[config.mk]
export PLATFORM = sky130hd
export DESIGN_NAME = clk_phase_div
export DESIGN_NICKNAME = d
export VERILOG_FILES = /design/src/rtl/clk_phase_div_pkg.sv /design/src/rtl/clk_phase_div_ch.sv /design/src/rtl/clk_phase_div.sv
export SDC_FILE = /design/constraint.sdc
export NUM_CORES = 1
export LEC_CHECK = 0
export CORE_ASPECT_RATIO = 1.4
export CORE_MARGIN = 2
export CORE_UTILIZATION = 57
export CTS_CLUSTER_DIAMETER = 40
export DETAILED_ROUTE_END_ITERATION = 7
export PLACE_DENSITY_LB_ADDON = 0.1
export SETUP_SLACK_MARGIN = 0.5
export SYNTH_ARGS = -nofsm -noshare
export SYNTH_HDL_FRONTEND = slang
export SYNTH_HIERARCHICAL = 1
export SYNTH_SLANG_ARGS = --single-unit
[constraint.sdc]
create_clock -name clk2x -period 2.9 [get_ports clk2x]
set_input_delay 0.58 -clock clk2x [delete_from_list [all_inputs] [get_ports clk2x]]
set_output_delay 0.58 -clock clk2x [all_outputs]
set_load 0.005 [all_outputs]
[src/rtl/clk_phase_div_pkg.sv]
// Shared types and constants for the clk_phase_div phase-aligned clock divider.
// Phase-shift state machine encoding and lock-counter width live here.
package clk_phase_div_pkg;

    localparam int LOCK_W = 8;

    typedef enum logic [1:0] {
        IDLE = 2'd0,
        PEND = 2'd1,
        DONE = 2'd2
    } ps_state_t;

endpackage

[src/rtl/clk_phase_div_ch.sv]
// One divided-clock channel: compares the shared phase counter against this
// channel's offset and registers a 50% duty output.
module clk_phase_div_ch
    import clk_phase_div_pkg::*;
#(
    parameter int CNT_W  = 4,
    parameter int DIVIDE = 4
) (
    input  logic             clk2x,
    input  logic             resetb,
    input  logic [CNT_W-1:0] cnt,
    input  logic [CNT_W-1:0] off,
    output logic             clk_out
);

    localparam logic [CNT_W:0] DIV_X = (CNT_W+1)'(DIVIDE);
    localparam logic [CNT_W:0] HALF  = (CNT_W+1)'(DIVIDE / 2);

    logic [CNT_W:0] phase_p0;

    // One extra bit so cnt + DIVIDE never overflows when DIVIDE == 2^CNT_W.
    always_comb begin
        if (cnt >= off) begin
            phase_p0 = {1'b0, cnt} - {1'b0, off};
        end else begin
            phase_p0 = {1'b0, cnt} + DIV_X - {1'b0, off};
        end
    end

    // Stage p0 -> p1: registered clock output.
    always_ff @(posedge clk2x or negedge resetb) begin
        if (!resetb) begin
            clk_out <= 1'b0;
        end else begin
            clk_out <= (phase_p0 < HALF);
        end
    end

endmodule

[src/rtl/clk_phase_div.sv]
// Multi-channel phase-offset clock divider with lock detection.
// Define CLK_PHASE_DIV_PHASE_SHIFT_EN to compile in runtime phase stepping.
module clk_phase_div
    import clk_phase_div_pkg::*;
#(
    parameter int NUM_CH       = 4,
    parameter int CNT_W        = 4,
    parameter int DIVIDE       = 4,
    parameter int LOCK_PERIODS = 8,
    localparam int CH_W        = (NUM_CH > 1) ? $clog2(NUM_CH) : 1
) (
    input  logic                    clk2x,
    input  logic                    resetb,
    input  logic [NUM_CH*CNT_W-1:0] ph_off,
    input  logic                    ps_en,
    input  logic                    ps_incdec,
    input  logic [CH_W-1:0]         ps_ch,
    output logic                    ps_done,
    output logic [NUM_CH-1:0]       clk_out,
    output logic                    locked
);

    localparam logic [CNT_W-1:0]  CNT_MAX  = CNT_W'(DIVIDE - 1);
    localparam logic [LOCK_W-1:0] LOCK_TGT = LOCK_W'(LOCK_PERIODS);

    logic [CNT_W-1:0]  cnt_p0;
    logic              cnt_wrap;
    logic [LOCK_W-1:0] lock_cnt;
    logic [CNT_W-1:0]  off [NUM_CH];

    function automatic logic [CNT_W-1:0] wrap_mod(input logic [CNT_W-1:0] v);
        return CNT_W'(32'(v) % DIVIDE);
    endfunction

    function automatic logic [CNT_W-1:0] step_off(input logic [CNT_W-1:0] v,
                                                  input logic             inc);
        if (inc) begin
            return (v == CNT_MAX) ? '0 : v + CNT_W'(1);
        end
        return (v == '0) ? CNT_MAX : v - CNT_W'(1);
    endfunction

    assign cnt_wrap = (cnt_p0 == CNT_MAX);

    always_ff @(posedge clk2x or negedge resetb) begin
        if (!resetb) begin
            cnt_p0 <= '0;
        end else begin
            cnt_p0 <= cnt_wrap ? '0 : cnt_p0 + CNT_W'(1);
        end
    end

    // Lock after LOCK_PERIODS full output periods; sticky until reset.
    always_ff @(posedge clk2x or negedge resetb) begin
        if (!resetb) begin
            lock_cnt <= '0;
            locked   <= 1'b0;
        end else begin
            if (cnt_wrap && (lock_cnt != LOCK_TGT)) begin
                lock_cnt <= lock_cnt + LOCK_W'(1);
            end
            if (lock_cnt == LOCK_TGT) begin
                locked <= 1'b1;
            end
        end
    end

`ifdef CLK_PHASE_DIV_PHASE_SHIFT_EN
    ps_state_t       ps_state;
    logic [CH_W-1:0] ps_ch_q;
    logic            ps_inc_q;
    logic            ps_apply;

    // Offsets only move at the wrap so no channel sees a runt pulse.
    assign ps_apply = (ps_state == PEND) && cnt_wrap;

    always_ff @(posedge clk2x or negedge resetb) begin
        if (!resetb) begin
            ps_state <= IDLE;
            ps_ch_q  <= '0;
            ps_inc_q <= 1'b0;
            ps_done  <= 1'b0;
        end else begin
            case (ps_state)
                IDLE: begin
                    ps_done <= 1'b0;
                    if (ps_en && locked) begin
                        ps_ch_q  <= ps_ch;
                        ps_inc_q <= ps_incdec;
                        ps_state <= PEND;
                    end
                end
                PEND: begin
                    if (cnt_wrap) begin
                        ps_done  <= 1'b1;
                        ps_state <= DONE;
                    end
                end
                DONE: begin
                    ps_done  <= 1'b0;
                    ps_state <= IDLE;
                end
                default: begin
                    ps_done  <= 1'b0;
                    ps_state <= IDLE;
                end
            endcase
        end
    end
`else
    logic unused_ps;

    assign unused_ps = ^{ps_en, ps_incdec, ps_ch};
    assign ps_done   = 1'b0;
`endif

    // Offsets follow ph_off until lock, then hold (or step on request).
    always_ff @(posedge clk2x or negedge resetb) begin
        if (!resetb) begin
            for (int i = 0; i < NUM_CH; i++) begin
                off[i] <= '0;
            end
        end else if (!locked) begin
            for (int i = 0; i < NUM_CH; i++) begin
                off[i] <= wrap_mod(ph_off[i*CNT_W +: CNT_W]);
            end
        end
`ifdef CLK_PHASE_DIV_PHASE_SHIFT_EN
        else if (ps_apply && (int'(ps_ch_q) < NUM_CH)) begin
            off[ps_ch_q] <= step_off(off[ps_ch_q], ps_inc_q);
        end
`endif
    end

    for (genvar i = 0; i < NUM_CH; i++) begin : g_ch
        clk_phase_div_ch #(
            .CNT_W  (CNT_W),
            .DIVIDE (DIVIDE)
        ) u_ch (
            .clk2x   (clk2x),
            .resetb  (resetb),
            .cnt     (cnt_p0),
            .off     (off[i]),
            .clk_out (clk_out[i])
        );
    end

endmodule

; Yosys cells after proc, flatten, opt, wreduce, memory -nomap -nowiden
; Cells that the tools add are included.
[word_totals]
elab_cells = 39
out_inout_bits = 6
regBits = 25
[classes]
muxes = 5
n_addsub = 11
n_eq_ne = 3
n_lt_le_gt_ge = 8
reduce_logical = 1
[ops]
columns = cell, n
row1 = "5-bit by 2-bit less-than comparator with 1-bit output, second input constant", 4
row2 = 5-bit two-way mux, 4
row3 = 4-bit by 2-bit subtractor with 5-bit output, 4
row4 = 5-bit by 2-bit subtractor with 5-bit output, 4
row5 = 4-bit by 2-bit greater-or-equal comparator with 1-bit output, 4
row6 = "8-bit by 1-bit adder with 8-bit output, second input constant", 1
row7 = "8-bit by 4-bit equality test with 1-bit output, second input constant", 1
row8 = "8-bit by 4-bit != test with 1-bit output, second input constant", 1
row9 = "4-bit by 3-bit adder with 5-bit output, second input constant", 1
row10 = "4-bit by 1-bit adder with 4-bit output, second input constant", 1
row11 = "4-bit by 2-bit equality test with 1-bit output, second input constant", 1
row12 = 4-bit two-way mux, 1
row13 = 1-bit logical AND, 1

; Depth between registers and ports, before layout
; Gate-level depths: netlist of run 1.
[depth]
ltp_word = 4
depth_mapped = 9
depth_no_buf = 9

; Hierarchy
; Netlist of run 1, hierarchy kept.
[modules_own_cells]
columns = module, area_per_inst_um2, cells_each, seq_area_each_um2, n_inst
row1 = clk_phase_div_ch, 349.1, 41, 25.0, 4
row2 = clk_phase_div, 940.9, 69, 525.5, 1

; Least setup slack after synthesis of run 1
; OpenSTA, ideal clock, no wires.
[synth_timing]
kind = reg2reg
from = register cnt_p0[1]
to = register g_ch[0].u_ch.clk_out
setup_time_ps = 122
period_less_slack_ps = 2461
arrival_time_ps = 2340
stages_incl_launch_ff = 7
path_slack_ps = 439
path_cell_list = dfrtp_1 > ha_1 > fa_1 > inv_1 > ha_1 > or4_1 > a2111oi_1
[synth_via]
elab_chain_cells = 4
elab_cells_between_ends = 6
[synth_rtl]
columns = element, line_no
row1 = start: declaration, clk_phase_div.sv:26  ; logic [CNT_W-1:0] cnt_p0;
row2 = start signal: assignment, clk_phase_div.sv:49  ; cnt_p0 <= cnt_wrap ? '0 : cnt_p0 + CNT_W'(1);
row3 = 4-bit by 3-bit adder with 5-bit output, clk_phase_div_ch.sv:26  ; phase_p0 = {1'b0, cnt} + DIV_X - {1'b0, off};
row4 = 5-bit by 2-bit subtractor with 5-bit output, clk_phase_div_ch.sv:26
row5 = 5-bit two-way mux (*), clk_phase_div_ch.sv:23  ; if (cnt >= off) begin
row6 = 5-bit by 2-bit less-than comparator with 1-bit output (*), clk_phase_div_ch.sv:35  ; clk_out <= (phase_p0 < HALF);
row7 = end signal: assignment, clk_phase_div_ch.sv:35
row8 = end: declaration, clk_phase_div_ch.sv:13  ; output logic clk_out
; Mark *: on every way between the ends. The rest lies on a longest branch, timed or not.
; A chain may end at the register's enable or synchronous reset.

; Worst setup path after layout of run 1
[layout_timing]
from = register cnt_p0[1]
to = register g_ch[2].u_ch.clk_out
[layout_via]
elab_chain_cells = 4
elab_cells_between_ends = 6
[layout_rtl]
columns = element, line_no
row1 = 4-bit by 3-bit adder with 5-bit output, clk_phase_div_ch.sv:26
row2 = 5-bit by 2-bit subtractor with 5-bit output, clk_phase_div_ch.sv:26
row3 = 5-bit two-way mux (*), clk_phase_div_ch.sv:23
row4 = 5-bit by 2-bit less-than comparator with 1-bit output (*), clk_phase_div_ch.sv:35
row5 = end signal: assignment, clk_phase_div_ch.sv:35
row6 = end: declaration, clk_phase_div_ch.sv:13
; Marks and branches as above.

==> results of run 1 <==
area by class of cell:
type	instances	area (µm²)	area share, %
well taps	43	53.80	1.935
flip-flops and latches	25	628.1	22.59
clock buffers	4	45.04	1.620
multi-input cells	173	1660	59.72
repair buffers	26	227.7	8.191
inverters	44	165.2	5.941
per-layer routing:
metal  global-route usage (%)  part of all wire [%]  up-vias
met5                        0                     0        -
met2                    34.32                    51       30
met4                    6.279                   2.1        0
met1                    24.07                    45      809
met3                    2.593                   2.2       10
li1                         -                     -      871
flip-flops by register name (all words and copies together) (netlist names):
register	flops
cnt_p0	4
g_ch.u_ch/clk_out	4
lock_cnt	8
locked	1
off	8
worst max-delay path, delay by kind of cell (launching register included):
family / cells / cell delay (ns)
adder cells (fa/ha/maj): 3 / 1.02
AND/OR/NAND/NOR: 1 / 0.55
flip-flops: 1 / 0.43
AO/OA/AOI/OAI: 1 / 0.29
buffers and inverters: 2 / 0.19
where the power goes:
| group | total, W | internal, W | switching [W] | leakage (nW) |
|---|---|---|---|---|
| Sequential | 0.000361 | 0.000356 | 0.00000490 | 0.312 |
| Clock | 0.000201 | 0.0000979 | 0.000103 | 0.0228 |
| Combinational | 0.000152 | 0.0000781 | 0.0000736 | 0.962 |
cells in the mapped netlist (2+ instances only):
library cell | instances | area share (%)
nand3_1 | 3 | 0.64
inv_1 | 39 | 6.3
mux2_2 | 8 | 3.9
o21a_1 | 4 | 1.3
fa_1 | 8 | 6.9
nand2b_1 | 4 | 1.1
a21oi_1 | 4 | 0.86
ha_1 | 39 | 21
o21ai_0 | 9 | 1.9
nor4b_1 | 8 | 3.0
dfrtp_1 | 25 | 27
nor2_1 | 7 | 1.1
nor2b_1 | 16 | 4.3
o211a_1 | 4 | 1.7
or4_1 | 4 | 1.3
xnor2_1 | 9 | 3.4
inv_2 | 5 | 0.80
o211ai_1 | 4 | 1.3
a2111oi_1 | 4 | 1.7
clkbuf_1 | 2 | 0.32
nand4_1 | 7 | 1.9
xor2_1 | 2 | 0.75
o311ai_0 | 4 | 1.5
per-stage QoR:
stage / cells / util [%] / hold slack [ns]
floorplan: 245 / - / 0.2844
global placement: 303 / 65.59 / 0.4898
detailed placement: 303 / 65.59 / 0.4987
CTS: 313 / 69.23 / 0.5150
global route: 315 / 70.34 / 0.5462
finish: 315 / 70.34 / 0.5178
timing repair:
action                                  CTS  global route
endpoints found under the setup margin    4             4
pin swaps                                 1             1
endpoints found under the hold margin     0             0
setup buffers                             6             2
resized for setup                        11             8
worst paths after layout:
check	end	slack, ns	startpoint	depth (start not counted)
hold reg to reg	lock_cnt[5]	0.52	lock_cnt[5]	1
setup / recovery	g_ch[2].u_ch/clk_out	0.33	cnt_p0[1]	7
min in group asynchronous	lock_cnt[7]	0.68	resetb	2
max in group asynchronous	cnt_p0[1]	1.96	resetb	2
setup reg to reg	g_ch[2].u_ch/clk_out	0.33	cnt_p0[1]	7
hold / removal	lock_cnt[5]	0.52	lock_cnt[5]	1
kinds of logic (layout without fill, tap and decap cells):
group	Yosys count	after routing
simple gates	56	56
fa+ha+maj	47	47
buf+inv	47	74
compound gates	37	37
flops	25	25
xor+xnor	11	11
mux	9	9
other cells	1	13
layout by cell type, fill, tap and decap left out, drive strengths merged:
master,instances
inv,44
ha,39
dfrtp,25
nor2b,16
clkdlybuf4s50,14
conb,13
buf,12
xnor2,9
o21ai,9
mux2,9
nor4b,9
fa,8
nand4,7
nor2,7
o211a,4
o21a,4
nand2b,4
a21oi,4
o211ai,4
o311ai,4
clkbuf,4
or4,4
a2111oi,4
nand3,3
xor2,2
nor3b,1
nand4bb,1
a311oi,1
a21o,1
or3b,1
a31oi,1
nand2,1
nor3,1
a31o,1
nor4,1
==> summary.md, run 1 <==
| Metric | Value |
|---|---|
| Status | `finished clean` |
| NumNets Final | `342` |
| P_leak | `1.297 nW` |
| Total gr overflow | `0` |
| Gr usage total | `19.45%` |
| Pwr dens | `256.7 nW/µm²` |
| Post-route clock skew | `0.002629 ns` |
| Vias per cell | `5.460` |
| Slowest cell on the critical path | `fa_1` |
| Mux share of post-synthesis cell area | `4.336%` |
| DRC viols | `0` |
| Core ar. | `3953 µm²` |
| Fill cells | `316` |
| Yosys reg bits | `25` |
| Starting Density | `59.13%` |
| Hold Crit Class | `flop to flop` |
| Clock transition at the registers of the reported paths | `0.08 ns` |
| Power Total | `0.0007137 W` |
| Die area | `4636 µm²` |
| Clk sinks | `25` |
| Adder-cell share of the synthesized area | `27.73%` |
| Synth Area in Simple Gates | `17.29%` |
| CP required | `3.06 ns` |
| Asr flop ratio synth | `100.0%` |
| Crit start category | `flop` |
| Xor and xnor area share after synthesis | `4.122%` |
| Number of global-route vias before repair | `1726` |
| Crit path DAT | `2.73 ns` |
| Largest family of logic cells by synthesized area | `adder cells` |
| Synthesized area | `2337 µm²` |
| Yosys cell types | `37` |
| WS Path Type | `flop to flop` |
| ANT nets after route | `0` |
| DR pass1 iterations | `4` |
| EDFF count, synth | `0` |
| FP Rows | `27` |
| Endpoints failing hold | `0` |
| CTS Buf Count | `3` |
| Vias | `1720` |
| Slew Viols, Final | `0` |
| Share of cells above drive strength 1 | `18.01%` |
| Cells after Synth | `233` |
| CTS Buffer Depth | `2` |
| Slew @ Worst Pin | `0.5824 ns` |
| RSZ-0062 raised after global routing | `true` |
| First-pass GRT wire length | `7.148 mm` |
| Rel. slew slack | `60.63%` |
| Routed len/inst | `13.02 µm` |
| Max Cap Viol | `0` |
| PortBufs | `14` |
| Top FF cell, synth | `dfrtp_1` |
| Initial antenna violation count | `0` |
| Initial DRC count | `41` |
| Final WL | `4.102 mm` |
| HPWL after DPL | `3.092 mm` |
| DIE HEIGHT | `79.77 µm` |
| Crit Path Max Fanout | `4` |
| Worst setup EP type | `flop` |
| Setup_tns | `0 ns` |
| Hold_buf cts | `0` |
| I/O Pins | `28` |
| Post-route minimum period | `2.570 ns` |
| Synth Area in Compound Gates | `11.88%` |
| FMAX | `0.3891 GHz` |
| Syn avg cell area | `10.03 µm²` |
| CTS tree | `done` |
| Area after DPL | `2592 µm²` |
| Tcrit/Tclk final | `88.63%` |
| Post-synthesis sequential area ratio | `26.77%` |
| Fin area | `2780 µm²` |
| Final setup fails | `0` |
| CTS root buffer | `clkbuf_8` |
| GPL Wtd Cong | `0.8250` |
| Max incr delay on CP | `0.56 ns` |
| Antenna diodes | `0` |
| Max IR drop VDD | `413.0 µV` |
| Area growth syn-to-layout | `18.95%` |
| Dpl ws | `0.2840 ns` |
| YS warnings | `6` |
| Worst path cell trace | `buf_4 -> ha_2 -> fa_1 -> inv_1 -> ha_1 -> or4_4 -> a2111oi_4` |
| Largest net degree at the start of global routing | `26` |
| H-tree depth | `1` |
| Die X-Extent | `58.12 µm` |
| Final WS setup | `0.3298 ns` |
| Clk_lat worst skew | `0.26 ns` |
No activity file was read; power rests on OpenSTA's default activity.
==> inputs of run 2 (changes only) <==
TNS_END_PERCENT = 20   (was not set)
==> summary.md, run 2 (same netlist as run 1, synthesis figures left out) <==
| Metric | Value |
|---|---|
| CTS Buf Count | `3` |
| Die area | `4636 µm²` |
| DIE HEIGHT | `79.77 µm` |
| Antenna diodes | `0` |
| Endpoints failing hold | `0` |
| I/O Pins | `28` |
| PortBufs | `14` |
| Hold WS | `0.5043 ns` |
| Commonest non-fill, non-tap cell in the layout | `inv_1` |
| Met2 Resource Use GR | `36.48%` |
| Slew @ Worst Pin | `0.5209 ns` |
| Rel. slew slack | `64.79%` |
| DR pass1 iterations | `4` |
| FP Rows | `27` |
| CTS Buffer Depth | `2` |
| Max IR drop VDD | `290.8 µV` |
| GPL Wtd Cong | `0.8053` |
| Register Area | `628.1 µm²` |
| Core ar. | `3953 µm²` |
| Slew Viols, Final | `0` |
| First-pass GRT wire length | `7.590 mm` |
| Number of global-route vias before repair | `1757` |
| ANT nets after route | `0` |
| Crit path DAT | `2.66 ns` |
| Final WL | `4.117 mm` |
| Pwr dens | `257.3 nW/µm²` |
| FMAX | `0.4004 GHz` |
| Final setup fails | `0` |
| Footprint of the multi-input gates | `1667 µm²` |
| Final WS setup | `0.4026 ns` |
| Fill cells | `315` |
| H-tree depth | `1` |
| Crit Path Max Fanout | `3` |
| RSZ-0062 raised after global routing | `true` |
| Clk sinks | `25` |
| Hold depth | `1` |
| P_leak | `1.282 nW` |
| Post-route clock skew | `0.01248 ns` |
| Initial antenna violation count | `0` |
| Clk_lat worst skew | `0.27 ns` |
| Vias per cell | `5.390` |
| Met3 Usage GRT | `2.593%` |
| Setup_tns | `0 ns` |
| Tcrit/Tclk final | `86.12%` |
| Hold Crit Class | `flop to flop` |
| DRC viols | `0` |
| Post-route minimum period | `2.497 ns` |
| Area growth syn-to-layout | `19.00%` |
| Starting Density | `59.13%` |
| Largest net degree at the start of global routing | `26` |
| DP Cell Count | `304` |
| HPWL after DPL | `3.190 mm` |
| NumNets Final | `340` |
| Share of cells above drive strength 1 | `17.78%` |
| Status | `finished clean` |
| Crit start category | `flop` |
| Largest regs | `lock_cnt: 8 flops, off: 8 flops` |
| Commonest non-fill, non-tap cells in the layout | `inv_1, ha_1, dfrtp_1` |
| Gr usage total | `20.65%` |
| WS Path Type | `flop to flop` |
| Initial DRC count | `32` |
| Vias | `1687` |
| Hold_buf cts | `0` |
| CTS root buffer | `clkbuf_8` |
| Dpl ws | `0.2196 ns` |
| Clock transition at the registers of the reported paths | `0.09 ns` |
| Max Cap Viol | `0` |
| GRT busiest layer | `met2` |
| Total gr overflow | `0` |
| M1 GR Usage | `26.08%` |
| Die X-Extent | `58.12 µm` |
| CTS tree | `done` |
| R2r worst-path depth | `7` |
| Non-filler cells in the finished layout | `313` |
| CP required | `3.06 ns` |
| Routed len/inst | `13.15 µm` |
| Worst setup EP type | `flop` |
[run 2: through the flow]
step / area [µm²] / utilization (%) / total power [W]
floorplan: 2384 / - / 0.0004546
global placement: 2600 / 65.78 / 0.0004937
detailed placement: 2600 / 65.78 / 0.0004957
CTS: 2771 / 70.12 / 0.0007203
global route: 2781 / 70.37 / 0.0007547
finish: 2781 / 70.37 / 0.0007156
[run 2: critical path: stages, from the launching register on]
cell and delay (ns):
dfrtp_1 0.41, inv_1 0.08, ha_1 0.21, fa_1 0.50, inv_1 0.05, ha_1 0.28
or4_4 0.54, a2111oi_4 0.32
[run 2: cell type report]
| type | instances | share of cell area, % |
|---|---|---|
| Clock inverter | 1 | 0.2699 |
| Clock buffer | 3 | 1.484 |
| Tap cell | 43 | 1.934 |
| Timing Repair Buffer | 24 | 7.872 |
| Sequential cell | 25 | 22.58 |
| Multi-Input combinational cell | 173 | 59.92 |
| Inverter | 44 | 5.938 |
[run 2: routing by layer]
metal	share of wire (%)	up-vias
li1	-	867
met1	45	793
met2	51	19
met3	1.9	8
met4	1.7	0
met5	0	-
[run 2: final timing paths]
kind / start / to / slack, ns
max: off[5] / g_ch[2].u_ch/clk_out / 0.40
min: lock_cnt[5] / lock_cnt[5] / 0.50
max reg2reg: off[5] / g_ch[2].u_ch/clk_out / 0.40
min reg2reg: lock_cnt[5] / lock_cnt[5] / 0.50
max in group asynchronous: resetb / cnt_p0[1] / 1.96
min in group asynchronous: resetb / lock_cnt[2] / 0.67
[run 2: power by group]
part	total (W)	internal [W]	switching, W
combinational	0.000148	0.0000751	0.0000728
sequential	0.000360	0.000356	0.00000427
clock	0.000207	0.0000972	0.000110
[run 2: repair_timing]
item,4_1_cts,5_1_grt
pin swaps,3,0
buffers inserted,5,0
resized for setup,15,6
setup endpoints to repair,4,4
